## src/rtl/video_timing_gen.sv

```systemverilog
// Raster timing generator: pixel enable, H/V counters, sync, blanking and strobes.
// Define VTG_FLIP_EN to add the frame-latched cocktail flip input.
module video_timing_gen #(
    parameter int CLK_DIV  = 3,
    parameter int HW       = 9,
    parameter int VW       = 9,
    parameter int H_TOTAL  = 384,
    parameter int H_ACTIVE = 256,
    parameter int HS_START = 304,
    parameter int HS_END   = 336,
    parameter int V_TOTAL  = 264,
    parameter int V_ACTIVE = 224,
    parameter int VS_START = 240,
    parameter int VS_END   = 248
) (
    input  logic          clk,
    input  logic          nRESET,
`ifdef VTG_FLIP_EN
    input  logic          flip,
`endif
    output logic          pix_ce,
    output logic [HW-1:0] hcount,
    output logic [VW-1:0] vcount,
    output logic          hsync_n,
    output logic          vsync_n,
    output logic          csync_n,
    output logic          hblank,
    output logic          vblank,
    output logic          de,
    output logic          line_start,
    output logic          frame_start
);

    localparam logic [3:0]    DIV_LAST = 4'(CLK_DIV - 1);
    localparam logic [HW-1:0] H_LAST   = HW'(H_TOTAL - 1);
    localparam logic [VW-1:0] V_LAST   = VW'(V_TOTAL - 1);

    generate
        if (!(H_ACTIVE < HS_START && HS_START < HS_END && HS_END <= H_TOTAL &&
              H_TOTAL <= (1 << HW))) begin : g_bad_h
            $error("video_timing_gen: illegal horizontal timing parameters");
        end
        if (!(V_ACTIVE < VS_START && VS_START < VS_END && VS_END <= V_TOTAL &&
              V_TOTAL <= (1 << VW))) begin : g_bad_v
            $error("video_timing_gen: illegal vertical timing parameters");
        end
        if (CLK_DIV < 1 || CLK_DIV > 16) begin : g_bad_div
            $error("video_timing_gen: CLK_DIV must be 1..16");
        end
    endgenerate

    logic [3:0]    div_q, div_d;
    logic          pix_ce_q, pix_ce_d;
    logic [HW-1:0] hcnt_q, hcnt_d;
    logic [VW-1:0] vcnt_q, vcnt_d;
    logic          hsync_n_q, hsync_n_d;
    logic          vsync_n_q, vsync_n_d;
    logic          csync_n_q, csync_n_d;
    logic          hblank_q, hblank_d;
    logic          vblank_q, vblank_d;
    logic          de_q, de_d;
    logic          line_start_q, line_start_d;
    logic          frame_start_q, frame_start_d;

    // Decode works on the next counter values so flags line up with the counters.
    always_comb begin
        div_d         = (div_q == DIV_LAST) ? 4'd0 : div_q + 4'd1;
        pix_ce_d      = (div_q == DIV_LAST);
        hcnt_d        = hcnt_q;
        vcnt_d        = vcnt_q;
        line_start_d  = 1'b0;
        frame_start_d = 1'b0;
        if (pix_ce_q) begin
            if (hcnt_q == H_LAST) begin
                hcnt_d       = '0;
                line_start_d = 1'b1;
                if (vcnt_q == V_LAST) begin
                    vcnt_d        = '0;
                    frame_start_d = 1'b1;
                end else begin
                    vcnt_d = vcnt_q + 1'b1;
                end
            end else begin
                hcnt_d = hcnt_q + 1'b1;
            end
        end
        hsync_n_d = !(int'(hcnt_d) >= HS_START && int'(hcnt_d) < HS_END);
        vsync_n_d = !(int'(vcnt_d) >= VS_START && int'(vcnt_d) < VS_END);
        csync_n_d = hsync_n_d && vsync_n_d;
        hblank_d  = int'(hcnt_d) >= H_ACTIVE;
        vblank_d  = int'(vcnt_d) >= V_ACTIVE;
        de_d      = !hblank_d && !vblank_d;
    end

    always_ff @(posedge clk) begin
        if (!nRESET) begin
            div_q         <= 4'd0;
            pix_ce_q      <= 1'b0;
            hcnt_q        <= '0;
            vcnt_q        <= '0;
            hsync_n_q     <= 1'b1;
            vsync_n_q     <= 1'b1;
            csync_n_q     <= 1'b1;
            hblank_q      <= 1'b0;
            vblank_q      <= 1'b0;
            de_q          <= 1'b1;
            line_start_q  <= 1'b0;
            frame_start_q <= 1'b0;
        end else begin
            div_q         <= div_d;
            pix_ce_q      <= pix_ce_d;
            hcnt_q        <= hcnt_d;
            vcnt_q        <= vcnt_d;
            hsync_n_q     <= hsync_n_d;
            vsync_n_q     <= vsync_n_d;
            csync_n_q     <= csync_n_d;
            hblank_q      <= hblank_d;
            vblank_q      <= vblank_d;
            de_q          <= de_d;
            line_start_q  <= line_start_d;
            frame_start_q <= frame_start_d;
        end
    end

`ifdef VTG_FLIP_EN
    localparam logic [HW-1:0] H_ACT_LAST = HW'(H_ACTIVE - 1);
    localparam logic [VW-1:0] V_ACT_LAST = VW'(V_ACTIVE - 1);

    logic flip_q, flip_d;

    // Flip only takes effect at a frame boundary so a frame is never torn.
    always_comb begin
        flip_d = flip_q;
        if (frame_start_d) begin
            flip_d = flip;
        end
    end

    always_ff @(posedge clk) begin
        if (!nRESET) begin
            flip_q <= 1'b0;
        end else begin
            flip_q <= flip_d;
        end
    end

    assign hcount = (flip_q && de_q) ? H_ACT_LAST - hcnt_q : hcnt_q;
    assign vcount = (flip_q && de_q) ? V_ACT_LAST - vcnt_q : vcnt_q;
`else
    assign hcount = hcnt_q;
    assign vcount = vcnt_q;
`endif

    assign pix_ce      = pix_ce_q;
    assign hsync_n     = hsync_n_q;
    assign vsync_n     = vsync_n_q;
    assign csync_n     = csync_n_q;
    assign hblank      = hblank_q;
    assign vblank      = vblank_q;
    assign de          = de_q;
    assign line_start  = line_start_q;
    assign frame_start = frame_start_q;

endmodule

```

## config.mk

```make
export PLATFORM = sky130hd
export DESIGN_NAME = video_timing_gen
export DESIGN_NICKNAME = d
export VERILOG_FILES = /design/src/rtl/video_timing_gen.sv
export SDC_FILE = /design/constraint.sdc
export NUM_CORES = 1
export LEC_CHECK = 0
export ABC_AREA = 1
export CORE_MARGIN = 4
export CORE_UTILIZATION = 50
export DETAILED_ROUTE_END_ITERATION = 8
export GPL_TIMING_DRIVEN = 0
export PLACE_DENSITY = 0.78
export SETUP_SLACK_MARGIN = 0.05
export SYNTH_ARGS = -nofsm -noshare
export SYNTH_HDL_FRONTEND = slang
export SYNTH_SLANG_ARGS = --single-unit
export TNS_END_PERCENT = 50
```

## constraint.sdc

```tcl
create_clock -name clk -period 1.9 [get_ports clk]
set_clock_uncertainty 0.15 [all_clocks]
set_input_delay 0.38 -clock clk [delete_from_list [all_inputs] [get_ports clk]]
set_output_delay 0.38 -clock clk [all_outputs]
set_load 0.03 [all_outputs]
```

=== After elaboration in Yosys (flattened, before gate mapping) ===
Index checks and enable logic that the tools add are counted.
W data, S select, Z words.

* Bits in registers: 31
* Input bits: 2
* Output and inout bits: 27
* Logic and storage cells: 43

* $add $sub $neg: 3
* Magnitude comparators: 6
* Eq/ne operators: 3
* Muxes and demuxes: 7
* Bitwise logic cells: 1
* Reductions and logical operators: 11

{| class="wikitable"
|+ Operators by type and width
! kind !! number
|-
| $mux W9 || 5
|-
| $add A9 B1 Y9 const B || 2
|-
| $eq A9 B9 Y1 const B || 2
|-
| $ge A9 B8 Y1 const B || 2
|-
| $ge A9 B9 Y1 const B || 2
|-
| $lt A9 B8 Y1 const B || 1
|-
| $lt A9 B9 Y1 const B || 1
|-
| $add A4 B1 Y4 const B || 1
|-
| $eq A4 B2 Y1 const B || 1
|-
| $logic_and A1 B1 Y1 || 4
|-
| $logic_not A1 Y1 || 4
|-
| $reduce_and A3 Y1 || 1
|-
| $mux W1 || 2
|-
| $reduce_and A2 Y1 || 1
|-
| $reduce_or A2 Y1 || 1
|-
| $not A1 Y1 || 1
|}

=== Longest topological paths before layout ===
Gate-level depths: netlist of run 1.

* Depth after elaboration: 8
* Gate-level depth with buffers: 11
* Gate-level depth less buffers: 11

=== Worst setup path before layout of run 1 ===
OpenSTA, ideal clock, no wires.

* Path kind: register -> register
* Start: register hcnt_q[1], in the netlist hcount[1]
* End: register csync_n_q, in the netlist csync_n
* Setup time: 0.116 ns
* Arrival: 1.700 ns
* Required time: 1.634 ns
* Setup slack: -0.066 ns
* Cell stages (with the launch flop): 11
* Buffers on the path: 1
* Period minus slack after synthesis: 1.966 ns
* Path through: dfxtp_1 ha_1 nand3_2 nor2_4 nand3_4 buf_6 nand2_1 a21boi_2 nand3_1 nor2_2 nor2_1

* Cells in the longest elaborated chain, start to end: 7
* Elaborated cells between the ends (all ways): 15

{| class="wikitable"
|+ Ends and longest elaborated chain
! item !! RTL line !! text
|-
| start: declaration || 54 || <nowiki>logic [HW-1:0] hcnt_q, hcnt_d;</nowiki>
|-
| start signal: assignment || 112 || <nowiki>hcnt_q <= hcnt_d;</nowiki>
|-
| $add A9 B1 Y9 / $eq A9 B9 Y1 (equally long branches) || 84, 74 ||
|-
| $mux W9 || 74 || <nowiki>if (hcnt_q == H_LAST) begin</nowiki>
|-
| $mux W9 || 73 || <nowiki>if (pix_ce_q) begin</nowiki>
|-
| $ge A9 B9 Y1 (tied with other cells) || 87 || <nowiki>hsync_n_d = !(int'(hcnt_d) >= HS_START && int'(hcnt_d) < HS_END);</nowiki>
|-
| $logic_and A1 B1 Y1, on equally long branches || 87, 88 ||
|-
| $logic_not A1 Y1, on equally long branches || 87, 88 ||
|-
| $logic_and A1 B1 Y1 * || 89 || <nowiki>csync_n_d = hsync_n_d && vsync_n_d;</nowiki>
|-
| end signal: assignment || 116 || <nowiki>csync_n_q <= csync_n_d;</nowiki>
|-
| end: declaration || 58 || <nowiki>logic csync_n_q, csync_n_d;</nowiki>
|}

Mark *: on every way between the ends. The rest lies on a longest branch, timed or not.
A chain may end at the register's enable or synchronous reset.

=== Worst setup path after layout of run 1 ===
* Start: register hcnt_q[1], in the netlist hcount[1]
* End: register de_q, in the netlist de

* Cells in the longest elaborated chain, start to end: 6
* Elaborated cells between the ends (all ways): 11

{| class="wikitable"
|+ Ends and longest elaborated chain
! item !! RTL line !! text
|-
| $add A9 B1 Y9 / $eq A9 B9 Y1 (equally long branches) || 84, 74 ||
|-
| $mux W9 || 74 ||
|-
| $mux W9 || 73 ||
|-
| $ge A9 B9 Y1 / $ge A9 B8 Y1 (equally long branches) || 90, 91 ||
|-
| $logic_not A1 Y1 || 92 || <nowiki>de_d = !hblank_d && !vblank_d;</nowiki>
|-
| $logic_and A1 B1 Y1 * || 92 ||
|-
| end signal: assignment || 106 || <nowiki>de_q <= 1'b1;</nowiki>
|-
| end signal: assignment || 119 || <nowiki>de_q <= de_d;</nowiki>
|-
| end: declaration || 61 || <nowiki>logic de_q, de_d;</nowiki>
|}

Marked as above.

==> results of run 1 <==
metal layers:
layer	up-vias	GRT usage [%]	share of wire (%)
met5	-	0	0
met4	0	6.366	1.5
met3	6	7.387	5.9
met2	30	27.85	47
met1	633	22.16	46
li1	730	-	-
flip-flops by register name, indices dropped and copies added, names as in the netlist:
| register | count |
|---|---|
| hcount | 9 |
| vcount | 9 |
| div_q | 4 |
| csync_n | 1 |
| de | 1 |
| frame_start | 1 |
| hblank | 1 |
| hsync_n | 1 |
| line_start | 1 |
| pix_ce | 1 |
| vblank | 1 |
| vsync_n | 1 |
cells by family (layout without fill, tap and decap cells):
family / count (synthesis) / count (layout)
simple gates: 117 / 117
flops: 31 / 31
buf+inv: 28 / 69
compound gates: 22 / 22
fa+ha+maj: 4 / 4
xor+xnor: 3 / 3
final timing paths:
check                                from        end  slack [ps]  depth (start not counted)
worst min register to register  vcount[0]  vcount[0]         330                          1
worst min-delay path            vcount[0]  vcount[0]         330                          1
worst max register to register  hcount[1]         de          40                         10
worst max-delay path            hcount[1]         de          40                         10
layout make-up:
type | count | area [um^2]
fill | 270 | 827.0
multi-input combinational | 146 | 818.3
sequential | 31 | 635.6
timing repair buffer | 33 | 286.5
inverter | 25 | 93.84
tap | 31 | 38.79
clock buffer | 5 | 37.54
buffer | 3 | 23.77
clock inverter | 3 | 20.02
power by group:
part / internal, mW / switching [mW] / total, mW
Sequential: 0.668 / 0.0209 / 0.689
Clock: 0.141 / 0.244 / 0.385
Combinational: 0.0329 / 0.0470 / 0.0799
cell usage after synthesis, drive strengths merged, types with 2 or more instances:
master | number | share of area, %
inv | 25 | 6.4
nand4 | 4 | 1.7
ha | 4 | 3.4
xor2 | 2 | 1.2
nand2 | 51 | 13
buf | 2 | 1.1
o21ai | 10 | 4.1
nor2 | 39 | 12
dfxtp | 31 | 42
nand3 | 20 | 8.0
a21oi | 8 | 2.7
cells in the final DEF (no fill, tap or decap), types with 2 or more instances in the layout:
cell type	synthesis	final
a21oi_1	8	8
buf_4	0	5
clkbuf_4	0	5
clkdlybuf4s15_1	0	2
clkinvlp_4	0	2
dfxtp_1	31	23
dfxtp_2	0	6
dfxtp_4	0	2
dlygate4sd2_1	0	25
ha_1	4	3
inv_1	25	25
nand2_1	51	42
nand2_2	0	9
nand3_1	18	16
nand3_2	1	2
nand3_4	1	2
nand4_1	4	4
nor2_1	32	28
nor2_2	4	7
nor2_4	3	4
o21ai_0	6	6
o21ai_2	3	3
xor2_1	2	2
per-stage QoR:
step                instances  area (um^2)  utilization, %
floorplan                 205         1481               -
global placement          264         1800           64.73
detailed placement        264         1800           64.73
CTS                       272         1837           66.04
global route              277         1954           70.27
finish                    277         1954           70.27
what timing repair did:
item / 4_1_cts / 5_1_grt
buffers inserted: 0 / 5
pin swaps: 0 / 10
gates resized for setup: 29 / 28
endpoints found under the setup margin: 30 / 10
hold buffers: 0 / 0
==> reports/qor.txt, run 1 <==
Initial Util -> 53.13%
Post-synth EDFFs -> 0
total power -> 1.154 mW
Avg WL per Cell -> 12.38 um
Final #Nets -> 251
Min Clock Period, post-route -> 1858 ps
clock slew at reported path FFs -> 110 ps
Remaining Overflow, GRT -> 0
Post-DP HPWL -> 2398 um
Placement Setup Slack -> -110.9 ps
RSZ-0062 raised after global routing -> yes
DIE HEIGHT -> 62.36 um
compound-gate portion of the synthesized area -> 9.145%
DRT Pass-1 Iters -> 4
initial drt markers -> 68
required time of the critical path -> 2000 ps
Synth async-reset ratio -> 0%
Mapped Cells -> 205
die extent in x -> 62.36 um
CP bufs+invs -> 0
Critical Path Source Type -> flip-flop
setup TNS -> 0 ps
DR vias -> 1,399
Mapped Area -> 0.001478 mm^2
slew margin rel. -> 68.10%
status -> completed
Core Area -> 0.002781 mm^2
largest net degree at the start of global routing -> 12
sequential share of the synthesized area -> 42.00%
layout cells sized above 1 -> 21.54%
critical path's largest stage delay -> 370 ps
largest family of logic cells by synthesized area -> simple AND/OR/NAND/NOR gates
Final Hold Vio Count -> 0
number of max-cap violations -> 0
die footprint -> 0.003889 mm^2
portion of netlist area occupied by mux cells -> 0%
most frequent CP cell -> nand2_2
CTS tree -> yes
#FFs+latches synth -> 31
post-synth cell types -> 27
critical path class -> reg -> reg
GRT Util Overall -> 17.91%
diode count -> 0
setup ws final -> 42.43 ps
CTS buffer count -> 5
later-pin clock latency in the skew report -> 340 ps
Yosys Warn Count -> 0
hold slack -> 325.3 ps
Post-Synth XOR/XNOR Area -> 1.778%
cell leakage power -> 0.8840 nW
worst-path maximum fanout -> 5
slowest stage cell, crit path -> dfxtp_4
vias in the first global route -> 1,247
first-pass GRT wire length -> 5644 um
CTS Root Cell -> clkbuf_4
CTS HTree Levels -> 2
routed wire length -> 3429 um
maximum clock path buffer count -> 2
Hold Crit Class -> reg -> reg
initial antenna violation count -> 0
post-synthesis adder-cell area fraction -> 3.387%
drc violations -> 0
Max Slew Vio Count -> 0
post-DR vias/cell -> 5.051
P&R area growth vs syn -> 32.26%
main flop type after synthesis -> dfxtp_1
Power Density -> 590.6 mW/mm^2
Critical Path End Type -> flip-flop
CP Data Arrival Time -> 1950 ps
Fmax achieved -> 538.3 MHz
Worst Tran Pin Value -> 478.5 ps
Antenna Nets Post-Route -> 0
syn avg cell area -> 7.208 um^2
GP Congestion -> 0.8373
setup violators final -> 0
row cnt -> 19
Max IR drop VDD -> 0.6304 mV
critical path's top delay family -> simple AND/OR/NAND/NOR gates
crit path cell chain -> ha_4 > nand3_4 > nor2_4 > nand3_4 > nor2_4 > nand2_2 > nand2_2 > nand2_2 > o21ai_2 > nor2_2
CTS Sinks -> 31
fin crit share -> 97.77%
io pins -> 29
Post-Synth Simple-Gate Area -> 35.99%
IO Port Bufs -> 28
syn_nets -> 211
(Power assumes the default switching activity.)
==> run 2, diff against run 1 <==
RECOVER_POWER = 100   (was default)
==> run 2 against run 1 <==
- total power is essentially flat
- die area unchanged
- final cell count is the same
- count of clock-buffer cells in the layout is the same
- critical path type unchanged
- largest cell class unchanged
==> reports/qor.txt, run 2 (synthesized netlist as in run 1, its figures left out) <==
placed instance area -> 0.001800 mm^2
Power Density -> 590.4 mW/mm^2
most frequent CP cell -> nand2_2
Antenna Nets Post-Route -> 0
vias in the first global route -> 1,247
post-route cell area -> 0.001954 mm^2
CTS Sinks -> 31
CTS buffer count -> 5
Final Hold Vio Count -> 0
Post-CTS Hold Buffers -> 0
Fmax achieved -> 538.3 MHz
IO Port Bufs -> 28
routed wire length -> 3429 um
commonest non-fill, non-tap cell in the layout -> nand2_1
initial drt markers -> 68
number of max-cap violations -> 0
die footprint -> 0.003889 mm^2
RSZ-0062 raised after global routing -> yes
Post-DP HPWL -> 2398 um
DRT Pass-1 Iters -> 4
maximum clock path buffer count -> 2
later-pin clock latency in the skew report -> 340 ps
GP Congestion -> 0.8373
critical path class -> reg -> reg
Final #Nets -> 251
row cnt -> 19
fin crit share -> 97.77%
layout cells sized above 1 -> 21.54%
required time of the critical path -> 2000 ps
cell leakage power -> 0.8842 nW
crit path cell chain -> ha_4 > nand3_4 > nor2_4 > nand3_4 > nor2_4 > nand2_2 > nand2_2 > nand2_2 > o21ai_2 > nor2_2
DR vias -> 1,403
Remaining Overflow, GRT -> 0
CP Data Arrival Time -> 1950 ps
io pins -> 29
Worst Tran Pin Value -> 478.5 ps
post-DR vias/cell -> 5.065
first-pass GRT wire length -> 5644 um
worst reg-to-reg setup slack -> 40 ps
Min Clock Period, post-route -> 1858 ps
worst-path maximum fanout -> 5
commonest non-fill, non-tap cells in the layout -> nand2_1 (42), nor2_1 (28), inv_1 (25), dlygate4sd2_1 (25), dfxtp_1 (23)
P&R area growth vs syn -> 32.26%
Core Area -> 0.002781 mm^2
Initial Util -> 53.13%
CTS Root Cell -> clkbuf_4
drc violations -> 0
largest net degree at the start of global routing -> 12
die extent in x -> 62.36 um
slew margin rel. -> 68.10%
Critical Path End Type -> flip-flop
CTS HTree Levels -> 2
setup TNS -> 0 ps
Critical Path Source Type -> flip-flop
DIE HEIGHT -> 62.36 um
clock slew at reported path FFs -> 110 ps
Avg WL per Cell -> 12.38 um
Max IR drop VDD -> 0.6303 mV
CTS tree -> yes
Hold Crit Class -> reg -> reg
diode count -> 0
initial antenna violation count -> 0
Max Slew Vio Count -> 0
setup violators final -> 0
slowest stage cell, crit path -> dfxtp_4
critical path's largest stage delay -> 370 ps
status -> completed
GRT Util Overall -> 17.91%
==> run 2: routing by layer <==
layer | up-vias | GRT usage (%) | part of all wire [%]
li1 | 730 | - | -
met1 | 635 | 22.16 | 46
met2 | 32 | 27.85 | 47
met3 | 6 | 7.387 | 6.0
met4 | 0 | 6.366 | 1.5
met5 | - | 0 | 0
==> run 2: stage by stage <==
step / hold slack (ps) / total power, mW / setup WS, ps / util [%] / cells
3_5_place_dp: 307.5 / 0.7796 / -110.9 / 64.73 / 264
5_1_grt: 341.8 / 1.213 / -54.10 / 70.27 / 277
6_report: 325.3 / 1.154 / 42.44 / 70.27 / 277
3_3_place_gp: 293.5 / 0.7780 / -90.15 / 64.73 / 264
2_1_floorplan: 279.7 / 0.7512 / 53.73 / - / 205
4_1_cts: 319.0 / 1.163 / 27.46 / 66.04 / 272
==> run 2: area by class of cell <==
cell class                 instances  area, um^2
inverter                          25       93.84
timing repair buffer              33       286.5
tap                               31       38.79
buffer                             3       23.77
sequential                        31       635.6
clock buffer                       5       37.54
fill                             270       827.0
multi-input combinational        146       818.3
clock inverter                     3       20.02
==> run 2: critical path: cells and delay by family, from the launching register on <==
kind,cells,cell delay [ps]
fa+ha+maj,1,160
flops,1,370
compound gates,1,170
simple gates,8,920
==> run 2: worst paths after layout <==
check / depth (start not counted) / start / end
worst max register to register: 10 / hcount[1] / de
worst max-delay path: 10 / hcount[1] / de
worst min-delay path: 1 / vcount[0] / vcount[0]
worst min register to register: 1 / vcount[0] / vcount[0]
==> run 2: power by group <==
group / internal [mW] / leakage [nW] / switching [mW]
Combinational: 0.0325 / 0.602 / 0.0470
Clock: 0.141 / 0.0272 / 0.244
Sequential: 0.668 / 0.255 / 0.0209
==> run 2: repair_timing <==
| action | 4_1_cts | 5_1_grt |
|---|---|---|
| gates resized for setup | 29 | 28 |
| pin swaps | 0 | 10 |
| buffers inserted | 0 | 5 |
| endpoints found under the setup margin | 30 | 10 |
| endpoints found under the hold margin | 0 | 0 |
==> run 3, diff against run 2 <==
ABC_AREA = default   (was 1)
CAP_MARGIN = 20   (was default)
CORE_UTILIZATION = 51   (was 50)
==> run 3 against run 2 <==
- the flow now finishes with violations (setup timing)
- via count rose by 11%
- synthesized cell count fell by 8.8%
- worst hold slack got worse by 17 ps
- critical path depth fell by 4
- flip-flop and latch count did not move
- highest routed layer unchanged
- non-clock buffer count rose by 8
- first-iteration DRC count fell by 4.4%
- largest power group unchanged
- area after synthesis rose by 8.4%
- count of clock-buffer cells in the layout rose by 1
- sequential share of layout area fell by 2.6 points
- clock power fell by 7.0%
==> reports/qor.txt, run 3 <==
drc violations -> 0
CP bufs+invs -> 1
routed wire length -> 3995 um
Critical Path End Type -> flip-flop
most common cell in the netlist -> dfxtp_1
CTS tree -> yes
row cnt -> 20
cell leakage power -> 0.8608 nW
die extent in x -> 64.04 um
Final #Nets -> 237
layout cells sized above 1 -> 25.43%
commonest non-fill, non-tap cell in the layout -> nor2_1
#FFs+latches synth -> 31
later-pin clock latency in the skew report -> 340 ps
P&R area growth vs syn -> 35.78%
diode count -> 0
Min Clock Period, post-route -> 1942 ps
post-DR vias/cell -> 5.634
CP Data Arrival Time -> 2010 ps
most frequent cells after synthesis -> dfxtp_1 (31), nor2_1 (23), nand2_1 (15)
GP Congestion -> 0.8798
setup ws final -> -41.83 ps
Worst Tran Pin Value -> 538.9 ps
critical path's top delay family -> simple AND/OR/NAND/NOR gates
die footprint -> 0.004101 mm^2
Fmax achieved -> 515.0 MHz
Worst Setup SP -> vcount[0]
post-synth cell types -> 51
status -> finished, violations left
Max IR drop VDD -> 0.3768 mV
RSZ-0062 raised after global routing -> yes
Final Hold Vio Count -> 0
maximum clock path buffer count -> 2
Post-DP HPWL -> 2634 um
combinational group share of total power -> 7.5%
DIE HEIGHT -> 64.04 um
area of the multi-input gates -> 0.001030 mm^2
Remaining Overflow, GRT -> 0
setup violators final -> 5
setup TNS -> -108.5 ps
CTS Sinks -> 31
GRT Util Overall -> 19.43%
CTS buffer count -> 5
synth top area cells -> dfxtp_1 (39%), nor2_1 (5.4%), mux2i_1 (3.8%)
register area -> 650.6 um^2
Hold Crit Class -> in -> reg
hold_sp -> nRESET
fin crit share -> 102.2%
Post-synth EDFFs -> 0
CTS Root Cell -> clkbuf_4
required time of the critical path -> 1970 ps
Avg WL per Cell -> 14.47 um
first-pass GRT wire length -> 6230 um
worst-path maximum fanout -> 7
slowest stage cell, crit path -> dfxtp_2
largest net degree at the start of global routing -> 11
placed instance area -> 0.001996 mm^2
clock power share -> 32.0%
CTS HTree Levels -> 2
sequential share of the synthesized area -> 38.75%
Core Area -> 0.003028 mm^2
critical path's largest stage delay -> 390 ps
vias in the first global route -> 1,368
DRT Pass-1 Iters -> 5
Max Slew Vio Count -> 0
io pins -> 29
commonest non-fill, non-tap cells in the layout -> nor2_1 (23), dlygate4sd2_1 (22), dfxtp_1 (17)
largest area contributor in the netlist -> dfxtp_1
sw frac -> 25.60%
area fraction of the dominant cell type after synthesis -> 38.75%
critical path class -> reg -> reg
crit path cell chain -> ha_2 > inv_1 > nor4_2 > mux2i_1 > and2_1 > a32oi_1
FILL cells -> 258
initial antenna violation count -> 0
hold slack -> 308.3 ps
Synth async-reset ratio -> 0%
initial drt markers -> 65
Critical Path Source Type -> flip-flop
syn avg cell area -> 8.564 um^2
Pint -> 0.8318 mW
Post-CTS Hold Buffers -> 0
FF-to-FF Start -> vcount[0]
switching power -> 0.2862 mW
number of max-cap violations -> 0
Flop pwr share -> 60.5%
DR vias -> 1,555
Mapped Area -> 0.001602 mm^2
total power -> 1.118 mW
Mapped Cells -> 187
slew margin rel. -> 64.07%
violated checks -> setup timing
main flop type after synthesis -> dfxtp_1
Antenna Nets Post-Route -> 0
post-route cell area -> 0.002175 mm^2
syn_nets -> 193
Yosys Warn Count -> 0
Initial Util -> 52.89%
IO Port Bufs -> 27
Placement Setup Slack -> -135.9 ps
clock slew at reported path FFs -> 90 ps
Power Density -> 514.1 mW/mm^2
==> run 3: cell count changes after synthesis, sizes merged, moves of 6 or more <==
cell,delta
nand2,-36
nor3,+7
nor2,-16
nor4,+6
inv,-20
mux2i,+6
nand3,-10
==> run 3: worst reg2reg max path, stage by stage, from the launching register on <==
cell and delay [ps]:
dfxtp_2 390, ha_2 230, inv_1 140, nor4_2 330
mux2i_1 280, and2_1 200, a32oi_1 100
==> run 3: layer usage <==
metal / global-route usage, % / routed length (um) / up-vias
met3: 5.800 / 246 / 10
met4: 6.739 / 70 / 0
met1: 24.15 / 1724 / 717
met2: 31.74 / 1953 / 63
met5: 0 / 0 / -
li1: - / - / 765
==> run 3: stage by stage <==
stage / std cells / utilization [%]
after floorplan: 187 / -
after global placement: 258 / 65.91
after detailed placement: 258 / 65.91
after CTS: 269 / 68.26
after global routing: 276 / 71.82
final: 276 / 71.82
==> run 3: kinds of logic (layout without fill, tap and decap cells) <==
family | after synthesis | after routing | synth area share [%]
AND/OR/NAND/NOR | 90 | 90 | 31.95
adder cells (fa/ha/maj) | 4 | 4 | 3.125
multiplexers | 6 | 6 | 3.750
flip-flops | 31 | 31 | 38.75
AO/OA/AOI/OAI | 34 | 34 | 13.67
XOR/XNOR | 9 | 9 | 4.922
buffers and inverters | 13 | 58 | 3.828
==> run 3: worst paths after layout <==
path	end	slack, ps	cells past startpoint
max	csync_n	-40	6
min	de	310	2
max reg2reg	csync_n	-40	6
min reg2reg	div_q[0]	320	1
==> run 3: repair_timing <==
action | in CTS | in global routing
setup endpoints to repair | 31 | 19
gates resized for setup | 29 | 21
pin swaps | 7 | 7
gates cloned | 0 | 1
buffers inserted | 3 | 6
==> run 3: cell type report <==
cell class / count / share of cell area (%)
multi-input cells: 143 / 47.35
flip-flops and latches: 31 / 29.92
repair buffers: 37 / 14.33
plain buffers: 7 / 2.589
well taps: 44 / 2.532
clock buffers: 6 / 1.899
inverters: 6 / 1.036
clock inverters: 2 / 0.3452
==> run 3: power by group through the flow <==
stage | combinational [mW] | clock [mW] | sequential [mW]
after CTS | 0.0794 | 0.369 | 0.677
after floorplan | 0.0469 | 0 | 0.699
after global placement | 0.0730 | 0 | 0.691
final | 0.0835 | 0.358 | 0.676
after global routing | 0.0945 | 0.406 | 0.680
after detailed placement | 0.0785 | 0 | 0.693
